## src/rtl/sd_pkt_replay_pkg.sv

```systemverilog
`default_nettype none
// ============================================================================
// Module      : sd_pkt_replay_pkg
// Description : State encoding and EOP index helper for sd_pkt_replay.
// Revision    : 1.0
// ============================================================================
package sd_pkt_replay_pkg;

    typedef enum logic [2:0] {
        ST_SEND     = 3'd0,
        ST_WAIT_ACK = 3'd1,
        ST_COMMIT   = 3'd2,
        ST_ABORT    = 3'd3,
        ST_DROP     = 3'd4
    } state_t;

    localparam int c_DEF_WIDTH = 17;
    localparam int c_EOP_BIT   = c_DEF_WIDTH - 1;

    function automatic int eop_bit(input int w);
        return w - 1;
    endfunction

endpackage
`default_nettype wire

```

## src/rtl/sd_pkt_replay.sv

```systemverilog
`default_nettype none
// ============================================================================
// Module      : sd_pkt_replay
// Description : Read-side replay controller for sd_fifo_b; forwards a packet,
//               then commits on ack or rewinds the FIFO on nack.
// Revision    : 1.0
// ============================================================================
module sd_pkt_replay
    import sd_pkt_replay_pkg::*;
#(
    parameter int WIDTH     = 17,
    parameter int MAX_RETRY = 3,
    parameter int RSZ       = $clog2(MAX_RETRY + 1)
) (
    input  logic             clk,
    input  logic             reset,
    input  logic             c_srdy,
    output logic             c_drdy,
    input  logic [WIDTH-1:0] c_data,
    output logic             c_commit,
    output logic             c_abort,
    output logic             p_srdy,
    input  logic             p_drdy,
    output logic [WIDTH-1:0] p_data,
    input  logic             ack_srdy,
    output logic             ack_drdy,
    input  logic             ack_ok,
    output logic [RSZ-1:0]   retry_cnt,
    output logic             pkt_done,
    output logic             pkt_drop
);

    localparam int c_EOP = eop_bit(WIDTH);

    state_t         r_state;
    logic [RSZ-1:0] r_retry_cnt;
    logic           w_send;
    logic           w_xfer_eop;

    // Handshakes are gated by reset so they are quiet while it is held.
    assign w_send     = reset && (r_state == ST_SEND);
    assign w_xfer_eop = w_send && c_srdy && p_drdy && c_data[c_EOP];

    always_ff @(posedge clk or negedge reset) begin
        if (!reset) begin
            r_state     <= ST_SEND;
            r_retry_cnt <= '0;
        end else begin
            case (r_state)
                ST_SEND: begin
                    if (w_xfer_eop)
                        r_state <= ST_WAIT_ACK;
                end
                ST_WAIT_ACK: begin
                    if (ack_srdy) begin
                        if (ack_ok) begin
                            r_state <= ST_COMMIT;
                        end else if (r_retry_cnt < RSZ'(MAX_RETRY)) begin
                            r_state     <= ST_ABORT;
                            r_retry_cnt <= r_retry_cnt + RSZ'(1);
                        end else begin
                            r_state <= ST_DROP;
                        end
                    end
                end
                ST_COMMIT, ST_DROP: begin
                    r_state     <= ST_SEND;
                    r_retry_cnt <= '0;
                end
                ST_ABORT: begin
                    r_state <= ST_SEND;
                end
                default: begin
                    r_state     <= ST_SEND;
                    r_retry_cnt <= '0;
                end
            endcase
        end
    end

    assign p_srdy    = w_send && c_srdy;
    assign c_drdy    = w_send && p_drdy;
    assign p_data    = c_data;
    assign ack_drdy  = reset && (r_state == ST_WAIT_ACK);
    assign c_commit  = (r_state == ST_COMMIT) || (r_state == ST_DROP);
    assign c_abort   = (r_state == ST_ABORT);
    assign pkt_done  = (r_state == ST_COMMIT);
    assign pkt_drop  = (r_state == ST_DROP);
    assign retry_cnt = r_retry_cnt;

endmodule
`default_nettype wire

```

## config.mk

```make
export PLATFORM = sky130hd
export DESIGN_NAME = sd_pkt_replay
export DESIGN_NICKNAME = d
export VERILOG_FILES = /design/src/rtl/sd_pkt_replay_pkg.sv /design/src/rtl/sd_pkt_replay.sv
export SDC_FILE = /design/constraint.sdc
export NUM_CORES = 1
export LEC_CHECK = 0
export ABC_AREA = 1
export CAP_MARGIN = 30
export CORE_MARGIN = 2
export CORE_UTILIZATION = 29
export CTS_CLUSTER_SIZE = 40
export DETAILED_ROUTE_END_ITERATION = 7
export MAX_ROUTING_LAYER = met4
export PLACE_DENSITY = 0.89
export SETUP_SLACK_MARGIN = 0.02
export SYNTH_ARGS = -nofsm -noshare
export SYNTH_HDL_FRONTEND = slang
export SYNTH_SLANG_ARGS = --single-unit
```

## constraint.sdc

```tcl
create_clock -name clk -period 1.4 [get_ports clk]
set_input_delay 0.28 -clock clk [delete_from_list [all_inputs] [get_ports clk]]
set_output_delay 0.28 -clock clk [all_outputs]
set_load 0.02 [all_outputs]
```

== After elaboration in Yosys (flattened, before gate mapping) ==
Cells that the tools add are included.
Storage, ports and cells
  word-level logic and storage cells: 33
  register bits after elaboration: 5
  output and inout bits: 26
  bits of input ports: 23
Operators by class
  equality and inequality tests: 8
  mux-type cells: 9
  $add $sub $neg: 1
  bitwise logic cells: 1
  reduce and logical (&&, ||, !) cells: 11
  order comparisons: 1
Operators with widths (count)
  2-to-1 mux 3 bit: 4
  != test 2 bit (second input constant): 4
  == test 3 x 2 -> 1 bit (second input constant): 2
  logical AND 1 bit: 6
  2-to-1 mux 2 bit: 3
  one-hot mux 3 bit (2 select lines): 1
  one-hot mux 2 bit (2 select lines): 1
  AND reduction 4 bit: 1
  == test 3 x 1 -> 1 bit (second input constant): 1
  == test 3 bit (second input constant): 1
  logical NOT 3 bit: 1
  adder 2 x 1 -> 2 bit (second input constant): 1
  less-than comparator 2 bit (second input constant): 1
  AND reduction 2 bit: 1
  OR reduction 2 bit: 1
  logical OR 1 bit: 1
  inverter 1 bit: 1

== Longest topological paths before layout ==
  depth in word-level cells: 7
  mapped depth: 7
  gate-level depth less buffers: 7

== Worst setup path after synthesis ==
Ideal clock, no wire load.
  path type: register to output
  from: register r_state[2]
  to: output port c_commit
  cell stages (with the launch flop): 4
  path buffers: 0
  setup slack: -0.174 ns
  data arrival time: 1.294 ns
  required time: 1.120 ns
  cell sequence: dfrtp_1 > inv_2 > nor3_1 > or2_1
On the way
  word-level cells in the longest chain between the ends: 2
  elaborated cells on any way between the ends: 3
  classes of those cells: 2 x eq/ne; 1 x reduce/logical
RTL lines
  from (decl): RTL line sd_pkt_replay.sv:35  | state_t r_state;
  from (signal assigned): RTL line sd_pkt_replay.sv:46  | r_state <= ST_SEND;
  from (signal assigned): RTL line sd_pkt_replay.sv:52  | r_state <= ST_WAIT_ACK;
  from (signal assigned): RTL line sd_pkt_replay.sv:57  | r_state <= ST_COMMIT;
  == test 3 bit
  net pkt_drop: RTL line sd_pkt_replay.sv:30  | output logic pkt_drop
  logical OR 1 bit: RTL line sd_pkt_replay.sv:85  | assign c_commit = (r_state == ST_COMMIT) || (r_state == ST_DROP);
  to (decl): RTL line sd_pkt_replay.sv:20  | output logic c_commit,
The timed path passes the listed nets, and every way through them passes these cells.

== Worst setup path after layout ==
  from: register r_state[2]
  to: output port c_commit
On the way
  word-level cells in the longest chain between the ends: 2
  elaborated cells on any way between the ends: 3
  classes of those cells: 2 x eq/ne; 1 x reduce/logical
RTL lines (RTL line)
  == test 3 x 2 -> 1 bit / == test 3 bit (equally long branches): sd_pkt_replay.sv:85
  logical OR 1 bit (*): sd_pkt_replay.sv:85
Mark *: on every way between the ends. The rest lies on a longest branch, timed or not.

==> results.cfg <==
[outcome]
status = finished, violations left
violations = negative setup slack

[timing]
setup_tns_ns = -0.181
hold_violations = 0
min_period_ns = 1.48
rsz0062_at_grt = yes
slew_violations = 0
skew_ns = 0.0000968
final.setup.worst_slack_ns = -0.0791
min_period_over_period = 1.06
setup_viol_count_final = 4
fmax_ghz = 0.676
maxSlewHeadroom = 0.841
worst_pin_slew_ns = 0.237

[global_routing]
grt_antenna_before_repair = 0
first_global_vias = 452
grt_max_degree = 7
track_usage = 0.126
gr-total-overflow = 0
grt_pass1_wl_mm = 1.77

[power_and_ir_drop]
ir_drop_mv = 0.628
p_leak_nw = 0.388
power.density_mw_per_mm2 = 1620

[logic_synthesis]
syn-num-nets = 96
ys_warn_count = 0
syn_area_per_cell_um2 = 7.04
ys_ff_latch = 5
syn-cell-area_um2 = 507
ys_types = 21
ys_seq_area_frac = 0.247
syn-instance-count = 72

[worst_setup_path]
crit_family = flip-flops
critical_path_class = reg2out
required_ns = 1.12
worstPathCellList = inv_2, nor3_2, or2_1, buf_6
cp_slowest_cell = dfrtp_2
arrival_ns = 1.20
crit_cells = 4
critical_path_buf_inv_count = 2
r2r_end = retry_cnt[0]$_DFFE_PN0P_
startpoint_type = flip-flop
reg2reg_slack_ns = 0.11
worstSetupEndpointType = output pin
r2r-start = r_state[2]$_DFFE_PN0P_
ff2ff_path_depth = 8
slowest_delay_ns = 0.42
path_max_fanout = 5

[cts]
tritoncts = done
cts_buffers = 3
cts_max_path_buffers = 2
clk_pin_slew_ns = 0.04
clock_sinks = 5
worstSkewPairLatency_ns = 0.23
h-tree-depth = 1
cts_root_buf = clkbuf_4

[hold_path]
hp-class = in2async

[routing]
wl_mm = 1.14
via_per_inst = 4.59
post_drt_wl_per_cell_um = 11.0
num_vias = 477
antenna_left = 0
drtPass1Iterations = 4
drt_iter0_drc = 5
drcViolationCount = 0

[die]
coreArea_mm2 = 0.00169
die_y_um = 45.8
io_pins = 49
rows = 15
die_area_mm2 = 0.00210
fp.dieW_um = 45.8
initial_core_util = 0.300

[place]
port-buffer-count = 16
hpwl_um = 942
routabilityCongestion = 0.862

[finish]
final_common_cell = buf_4
final_util = 0.418
antenna_cells = 0
final_cell_mix = 13 x buf_4, 7 x nand3_1, 7 x inv_1, 7 x nand2_1, 6 x nor2_1
final_nets = 112
area_delta_synth_final_pct = 39.3
drive_above_1_share = 0.460

[run]
cap_violations = 0
flip-flops by register name, indices dropped and copies added, names as in the netlist:
register and cells:
r_state 3, retry_cnt 2
worst max path at each step:
stage	from	endpoint	slack, ns
finish	r_state[2]$_DFFE_PN0P_	c_commit	-0.08
global route	r_state[0]$_DFFE_PN0P_	p_srdy	-0.14
CTS	r_state[1]$_DFFE_PN0P_	p_srdy	-0.11
detailed placement	reset	p_srdy	-0.55
global placement	reset	p_srdy	-0.52
floorplan	r_state[2]$_DFFE_PN0P_	c_commit	0.02
power by group:
group          total, mW  switching [mW]  internal (mW)  leakage, nW
Sequential         0.260          0.0673          0.192       0.0627
Clock              0.158          0.0506          0.107       0.0150
Combinational      0.729           0.376          0.353        0.310
cell type report:
cell class / count / area [um2]
inverters: 12 / 45.0
well taps: 17 / 21.3
repair buffers: 28 / 243
multi-input cells: 38 / 241
flip-flops and latches: 5 / 129
clock buffers: 4 / 26.3
fillers: 171 / 983
cell usage after synthesis:
master	instances	area [um2]
buf_4	17	128
inv_1	8	30.0
nand2_1	8	30.0
nor2_1	8	30.0
nand3_1	7	35.0
dfrtp_1	5	125
inv_2	3	11.3
nor3_1	2	10.0
o21ai_0	2	10.0
a21oi_1	1	5.00
a31oi_1	1	6.26
clkinv_1	1	3.75
ha_1	1	12.5
nand2_2	1	6.26
nand3_2	1	10.0
nand4_1	1	6.26
nor2_4	1	11.3
nor3_2	1	10.0
nor3b_1	1	7.51
o211ai_2	1	12.5
or2_1	1	6.26
timing repair:
action / 4_1_cts / 5_1_grt
hold buffers: 0 / 0
endpoints found under the setup margin: 10 / 10
gates resized for setup: 42 / 10
pin swaps: 3 / 3
buffers inserted: 5 / 0
metal layers:
layer  wire length, um  vias to the layer above  global-route usage
met5                 0                        -                   -
met4                17                        0               0.103
met3                99                        4              0.0357
met2               593                       22               0.206
met1               434                      211               0.121
li1                  -                      240                   -
cell families (layout without fill, tap and decap cells):
family / count (synthesis) / count (layout) / share of synthesized area
and+or+nand+nor: 32 / 32 / 0.321
buffers and inverters: 29 / 44 / 0.341
AOI/OAI and AO/OA: 5 / 5 / 0.0667
DFF: 5 / 5 / 0.247
adders and majority gates: 1 / 1 / 0.0247
stage by stage:
| stage | instance area, um2 | hold slack, ns | instances | power (mW) | worst slack [ns] |
|---|---|---|---|---|---|
| floorplan | 522 | -0.0156 | 72 | 0.677 | 0.0242 |
| global placement | 628 | 0.493 | 95 | 0.884 | -0.519 |
| detailed placement | 628 | 0.522 | 95 | 0.909 | -0.549 |
| CTS | 681 | 0.382 | 104 | 1.12 | -0.111 |
| global route | 706 | 0.0637 | 104 | 1.25 | -0.141 |
| finish | 706 | 0.0635 | 104 | 1.15 | -0.0791 |
No activity file was read; power rests on OpenSTA's default activity.
